<file path="config.mk">
export PLATFORM = sky130hd
export DESIGN_NAME = gray_counter_n_flat
export DESIGN_NICKNAME = d
export VERILOG_FILES = /design/src/rtl/gray_counter_n_pkg.sv /design/src/rtl/gray_counter_n_if.sv /design/src/rtl/gray_counter_n_bin2gray.sv /design/src/rtl/gray_counter_n.sv /design/src/flat_wrapper.sv
export SDC_FILE = /design/constraint.sdc
export NUM_CORES = 1
export LEC_CHECK = 0
export ABC_AREA = 1
export CAP_MARGIN = 20
export CORE_MARGIN = 2
export CORE_UTILIZATION = 30
export CTS_CLUSTER_DIAMETER = 100
export DETAILED_ROUTE_END_ITERATION = 10
export HOLD_SLACK_MARGIN = 0.08
export PLACE_DENSITY_LB_ADDON = 0.2
export SYNTH_ARGS = -nofsm -noshare
export SYNTH_HDL_FRONTEND = slang
export SYNTH_HIERARCHICAL = 1
export SYNTH_SLANG_ARGS = --single-unit
</file>
<file path="constraint.sdc">
create_clock -name Clk -period 2.7 [get_ports Clk]
set_clock_uncertainty 0.1 [all_clocks]
set_input_delay 0.675 -clock Clk [delete_from_list [all_inputs] [get_ports Clk]]
set_output_delay 0.675 -clock Clk [all_outputs]
set_load 0.02 [all_outputs]
</file>
<file path="src/rtl/gray_counter_n_pkg.sv">
// rtl/gray_counter_n_pkg.sv - shared constants, count-action enum and Gray helper for gray_counter_n
package gray_counter_n_pkg;

   localparam int   DEFAULT_WIDTH = 3;
   localparam logic DIR_UP        = 1'b1;
   localparam logic DIR_DOWN      = 1'b0;

   // Action chosen for one clock edge once reset has been ruled out.
   typedef enum logic [2:0] {
      OP_HOLD,
      OP_LOAD,
      OP_INC,
      OP_DEC,
      OP_TOP,
      OP_BOTTOM
   } op_e;

   function automatic logic [15:0] gray_of(input logic [15:0] bin);
      return bin ^ (bin >> 1);
   endfunction

endpackage

</file>
<file path="src/rtl/gray_counter_n_if.sv">
// rtl/gray_counter_n_if.sv - control and status bundle between a host and gray_counter_n
interface gray_counter_n_if
   import gray_counter_n_pkg::*;
#(
   parameter int WIDTH = DEFAULT_WIDTH
);

   logic             En;
   logic             Dir;
   logic             Sat;
   logic             Load;
   logic [WIDTH-1:0] LoadVal;
   logic             ClrFlags;
   logic [WIDTH-1:0] Output;
   logic [WIDTH-1:0] Binary;
   logic             Overflow;
   logic             Underflow;
   logic             Wrap;

   modport master (
      output En, Dir, Sat, Load, LoadVal, ClrFlags,
      input  Output, Binary, Overflow, Underflow, Wrap
   );

   modport slave (
      input  En, Dir, Sat, Load, LoadVal, ClrFlags,
      output Output, Binary, Overflow, Underflow, Wrap
   );

endinterface

</file>
<file path="src/rtl/gray_counter_n_bin2gray.sv">
// rtl/gray_counter_n_bin2gray.sv - combinational binary to Gray code converter
module bin2gray
   import gray_counter_n_pkg::*;
#(
   parameter int WIDTH = DEFAULT_WIDTH
) (
   input  logic [WIDTH-1:0] bin,
   output logic [WIDTH-1:0] gray
);

   assign gray = bin ^ (bin >> 1);

endmodule

</file>
<file path="src/rtl/gray_counter_n.sv">
// rtl/gray_counter_n.sv - up/down wrap-or-saturate counter with registered binary and Gray outputs
module gray_counter_n
   import gray_counter_n_pkg::*;
#(
   parameter int WIDTH = DEFAULT_WIDTH,
   parameter int INIT  = 0
) (
   input  logic             Clk,
   input  logic             Reset,
   gray_counter_n_if.slave  bus
);

   localparam logic [WIDTH-1:0] TOP       = '1;
   localparam logic [WIDTH-1:0] BOTTOM    = '0;
   localparam logic [WIDTH-1:0] INIT_BIN  = WIDTH'(INIT);
   localparam logic [15:0]      INIT_G16  = gray_of(16'(INIT));
   localparam logic [WIDTH-1:0] INIT_GRAY = INIT_G16[WIDTH-1:0];

   // Declaration initialisers give the reset values at power-up.
   logic [WIDTH-1:0] binary_q    = INIT_BIN;
   logic [WIDTH-1:0] output_q    = INIT_GRAY;
   logic             overflow_q  = 1'b0;
   logic             underflow_q = 1'b0;
   logic             wrap_q      = 1'b0;

   logic [WIDTH-1:0] binary_d;
   logic [WIDTH-1:0] gray_d;
   logic             overflow_d;
   logic             underflow_d;
   logic             wrap_d;
   op_e              op;

   // Terminal values are found by compare so the arithmetic stays WIDTH bits.
   always_comb begin
      op = OP_HOLD;
      if (bus.Load) begin
         op = OP_LOAD;
      end else if (bus.En) begin
         if (bus.Dir == DIR_UP) begin
            op = (binary_q == TOP) ? OP_TOP : OP_INC;
         end else begin
            op = (binary_q == BOTTOM) ? OP_BOTTOM : OP_DEC;
         end
      end
   end

   // A flag set on this edge overrides a simultaneous ClrFlags.
   always_comb begin
      binary_d    = binary_q;
      overflow_d  = overflow_q  & ~bus.ClrFlags;
      underflow_d = underflow_q & ~bus.ClrFlags;
      wrap_d      = 1'b0;
      case (op)
         OP_LOAD: binary_d = bus.LoadVal;
         OP_INC:  binary_d = binary_q + WIDTH'(1);
         OP_DEC:  binary_d = binary_q - WIDTH'(1);
         OP_TOP: begin
            if (!bus.Sat) binary_d = BOTTOM;
            overflow_d = 1'b1;
            wrap_d     = 1'b1;
         end
         OP_BOTTOM: begin
            if (!bus.Sat) binary_d = TOP;
            underflow_d = 1'b1;
            wrap_d      = 1'b1;
         end
         default: binary_d = binary_q;
      endcase
   end

   bin2gray #(
      .WIDTH (WIDTH)
   ) u_bin2gray (
      .bin  (binary_d),
      .gray (gray_d)
   );

   always_ff @(posedge Clk) begin
      if (Reset) begin
         binary_q    <= INIT_BIN;
         output_q    <= INIT_GRAY;
         overflow_q  <= 1'b0;
         underflow_q <= 1'b0;
         wrap_q      <= 1'b0;
      end else begin
         binary_q    <= binary_d;
         output_q    <= gray_d;
         overflow_q  <= overflow_d;
         underflow_q <= underflow_d;
         wrap_q      <= wrap_d;
      end
   end

   assign bus.Binary    = binary_q;
   assign bus.Output    = output_q;
   assign bus.Overflow  = overflow_q;
   assign bus.Underflow = underflow_q;
   assign bus.Wrap      = wrap_q;

endmodule

</file>
<file path="src/flat_wrapper.sv">
// flat-port wrapper written by rule: the top's interface ports become plain ports
module gray_counter_n_flat import gray_counter_n_pkg::*;
#(
   parameter int WIDTH = DEFAULT_WIDTH,
   parameter int INIT  = 0
)
  (Clk, Reset, bus_En, bus_Dir, bus_Sat, bus_Load, bus_LoadVal, bus_ClrFlags, bus_Output, bus_Binary, bus_Overflow, bus_Underflow, bus_Wrap);
  gray_counter_n_if #(.WIDTH(WIDTH)) bus_i ();
  input  logic Clk;
  input  logic Reset;
  input wire logic [$bits(bus_i.En)-1:0] bus_En;
  input wire logic [$bits(bus_i.Dir)-1:0] bus_Dir;
  input wire logic [$bits(bus_i.Sat)-1:0] bus_Sat;
  input wire logic [$bits(bus_i.Load)-1:0] bus_Load;
  input wire logic [$bits(bus_i.LoadVal)-1:0] bus_LoadVal;
  input wire logic [$bits(bus_i.ClrFlags)-1:0] bus_ClrFlags;
  output wire logic [$bits(bus_i.Output)-1:0] bus_Output;
  output wire logic [$bits(bus_i.Binary)-1:0] bus_Binary;
  output wire logic [$bits(bus_i.Overflow)-1:0] bus_Overflow;
  output wire logic [$bits(bus_i.Underflow)-1:0] bus_Underflow;
  output wire logic [$bits(bus_i.Wrap)-1:0] bus_Wrap;
  assign bus_i.En = bus_En;
  assign bus_i.Dir = bus_Dir;
  assign bus_i.Sat = bus_Sat;
  assign bus_i.Load = bus_Load;
  assign bus_i.LoadVal = bus_LoadVal;
  assign bus_i.ClrFlags = bus_ClrFlags;
  assign bus_Output = bus_i.Output;
  assign bus_Binary = bus_i.Binary;
  assign bus_Overflow = bus_i.Overflow;
  assign bus_Underflow = bus_i.Underflow;
  assign bus_Wrap = bus_i.Wrap;
  gray_counter_n #(.WIDTH(WIDTH), .INIT(INIT)) u_core (.Clk(Clk), .Reset(Reset), .bus(bus_i));
endmodule
</file>
==> flow_metrics.tcl <==
set metrics [dict create \
    rsz0062_at_grt "false" \
    syn_nets 101 \
    grt_usage_pct 12.90 \
    yosysWarnings 6 \
    rr_worst_depth 22 \
    worst_slew_pin_slew_ps 248.1 \
    dp.cells 143 \
    antenna_found_initial 0 \
    crit_top_cell "nand2_1" \
    ys_top_cells_by_area "dfxtp_1, nand2_1, inv_1" \
    max-slew-margin-rel_pct 83.41 \
    core-area_um2 1783 \
    max_freq_ghz 0.3932 \
    synth_mux_area_share_pct 1.717 \
    regArea_um2 180.2 \
    synth_top_cell_by_area "dfxtp_1" \
    slowest_delay_ps 530 \
    cpLargestDelayFamily "buffers and inverters" \
    stdcell_count 147 \
    synth_top_area_share_pct 30.90 \
    crit_path_start_kind "primary input" \
    layout_commonest_cell "nand2_1" \
    ctsRootBufferMaster "clkbuf_4" \
    status "completed" \
    ys_seq_area_share_pct 30.90 \
    cp_cell_sequence "clkdlybuf4s50_1 -> nor2_4 -> nand3_2 -> clkinv_1 -> nand2_1 -> inv_1 -> fa_2 -> inv_1 -> nand2_1 -> nand2_1 -> nand2_1 -> nand2_1 -> nand2_1 -> nand3_2 -> nand2_2 -> inv_1 -> inv_1 -> nand2_1 -> nand2_1 -> inv_1 -> nor2_1" \
    hold_start "u_core/bus.Underflow" \
    crit_path_end_kind "flop" \
    avgSynthCellArea_um2 6.478 \
    synth-async-reset-ratio_pct 0 \
    syn_inst 90 \
    netlist_area_um2 583.1 \
    synth-edff-count 0 \
    finalCriticalPeriod_ps 2543 \
    final_cell_mix "nand2_1, inv_1, clkdlybuf4s50_1, buf_4, dfxtp_1" \
    via_count 585 \
    clock_latency_ps 260 \
    drive_above_1_share_pct 23.77 \
    power_density_nw_per_um2 424.0 \
    area_growth_pct 54.51 \
    synth-main-ff-cell "dfxtp_1" \
    dieWidth_um 48.09 \
    cp.arrival_ps 2580 \
    rows 15 \
    start_util_pct 32.70 \
    finalMaxSlewViolations 0 \
    timing.rr.end "u_core/bus.Output[1]" \
    dpl-instance-area_um2 869.6 \
    clock-sinks 9 \
    fin_tns_setup_ps 0 \
    r2r_slack_ps 520 \
    r2r_start "u_core/bus.Binary[0]" \
    utilization_pct 50.53 \
    hold_end "u_core/bus.Underflow" \
    clk_pin_slew_worst_paths_ps 60 \
    crit_required_ps 2740 \
    drv_cap 0 \
    criticalPathCategory "primary input to flop" \
    die-area_um2 2312 \
    die_y_um 48.09 \
    dpl.hpwl_um 1020 \
    synthAdderAreaFrac_pct 3.433 \
    first_pass_iters 4 \
    gp_congestion 0.7959 \
    synth-simple-area-share_pct 47.00 \
    setup-violations-final 0 \
    ctsHoldBuffers 0 \
    cts_max_level 1 \
    finalHoldViolations 0 \
    nets 134 \
    path_max_fanout 3 \
    grt_pass1_wl_um 1945 \
    gr-total-overflow 0 \
    grt_max_degree 7 \
    final_area_um2 900.9 \
    grt_pass1_vias 490 \
    hold-path-cell-count 2 \
    yosys.area_share.xor_xnor_pct 0 \
    slowest_stage "clkdlybuf4s50_1" \
    fill_cells 192 \
    synth-seq-cells 9 \
    vias_per_cell 3.980 \
    routedWlPerCell_um 8.388 \
    critPathBufInv 7 \
    place.port_buffers 18 \
    drtIter0Drc 17 \
    worstHoldPathType "flop to flop" \
    cts-buffers-inserted 3 \
    drc 0 \
    clk_path_buf_depth 2 \
    ios 19 \
    ant_nets 0 \
    leakagePower_nw 0.5039 \
    antenna_cells 0 \
    synth_cell_types 17 \
    multiInputGateArea_um2 311.5 \
    ir_worst_vdd_uv 293.5 \
    routed_wirelength_um 1233 \
    cts_tree "built" \
    synth-compound-area-share_pct 0.8584 \
    synth_top_family_by_area "simple AND/OR/NAND/NOR gates" \
    finalCritPeriodShare_pct 94.18 \
]
-- synthesized netlist by cell type, types with 2 or more instances --
| library cell | n |
|---|---|
| nand2_1 | 31 |
| inv_1 | 20 |
| dfxtp_1 | 9 |
| nor2_1 | 8 |
| nand3_2 | 4 |
| nand2_2 | 3 |
| nand3_1 | 3 |
| inv_2 | 2 |
| nor2_2 | 2 |
-- sequential cells by signal, indices dropped and copies added (netlist names) --
signal and count:
u_core/bus.Underflow 1, u_core/bus.Binary 3, u_core/bus.Output 3, u_core/bus.Wrap 1, u_core/bus.Overflow 1
-- worst reg2reg max path: stages (launching register included) --
cell and delay [ps]:
dfxtp_1 450, nand2_1 80, inv_1 70, nand2_2 60
nand3_2 60, clkinv_1 80, nand2_1 60, inv_1 50
fa_2 340, inv_1 60, nand2_1 60, nand2_1 50
nand2_1 40, nand2_1 50, nand2_1 60, nand3_2 70
nand2_2 60, inv_1 80, inv_1 40, nand2_1 50
nand2_1 40, inv_1 40, nor2_1 30
-- stage by stage --
stage | hold slack, ps | worst slack, ps | power, mW
after floorplan | 445.0 | 365.1 | 0.2248
after global placement | 364.1 | -226.3 | 0.2817
after detailed placement | 363.0 | -245.2 | 0.2842
after CTS | 376.3 | 30.83 | 0.3919
after global routing | 408.2 | 8.108 | 0.4112
final | 373.7 | 157.0 | 0.3819
-- timing repair --
item	in CTS	in global routing
hold endpoints to repair	0	0
gates resized for setup	0	2
setup endpoints to repair	0	3
buffers inserted	0	0
-- cell type report --
cell class / instances / share of cell area, %
Timing Repair Buffer: 29 / 29.44
Multi-Input combinational cell: 57 / 34.58
Inverter: 23 / 9.583
Tap cell: 25 / 3.472
Clock buffer: 4 / 2.917
Sequential cell: 9 / 20.00
-- logic make-up after synthesis --
family,count (synthesis)
AND/OR/NAND/NOR,54
buffers and inverters,24
flip-flops,9
AO/OA/AOI/OAI,1
multiplexers,1
adder cells (fa/ha/maj),1
-- how the worst max path moves through the flow --
| stage | from | to | cells after the start |
|---|---|---|---|
| floorplan | bus_Dir | u_core/bus.Output[1] | 21 |
| global placement | bus_Dir | u_core/bus.Output[1] | 23 |
| detailed placement | bus_Dir | u_core/bus.Output[1] | 23 |
| CTS | bus_Dir | u_core/bus.Output[1] | 23 |
| global route | bus_En | u_core/bus.Output[0] | 17 |
| finish | bus_Load | u_core/bus.Output[1] | 21 |
-- power by group --
part / leakage (nW) / total (mW) / switching (mW) / internal (mW)
Combinational: 0.415 / 0.129 / 0.0652 / 0.0640
Sequential: 0.0741 / 0.151 / 0.00818 / 0.143
Clock: 0.0150 / 0.102 / 0.0449 / 0.0568
Total: 0.504 / 0.382 / 0.118 / 0.264
-- per-layer routing --
layer	wire length (um)	global-route usage (%)	share of wire [%]	vias up
li1	-	-	-	323
met1	588	15.51	48	248
met2	571	19.47	46	12
met3	53	2.264	4.3	2
met4	20	11.35	1.6	0
met5	0	0	0	-
Power figures use the tool's default switching activity.
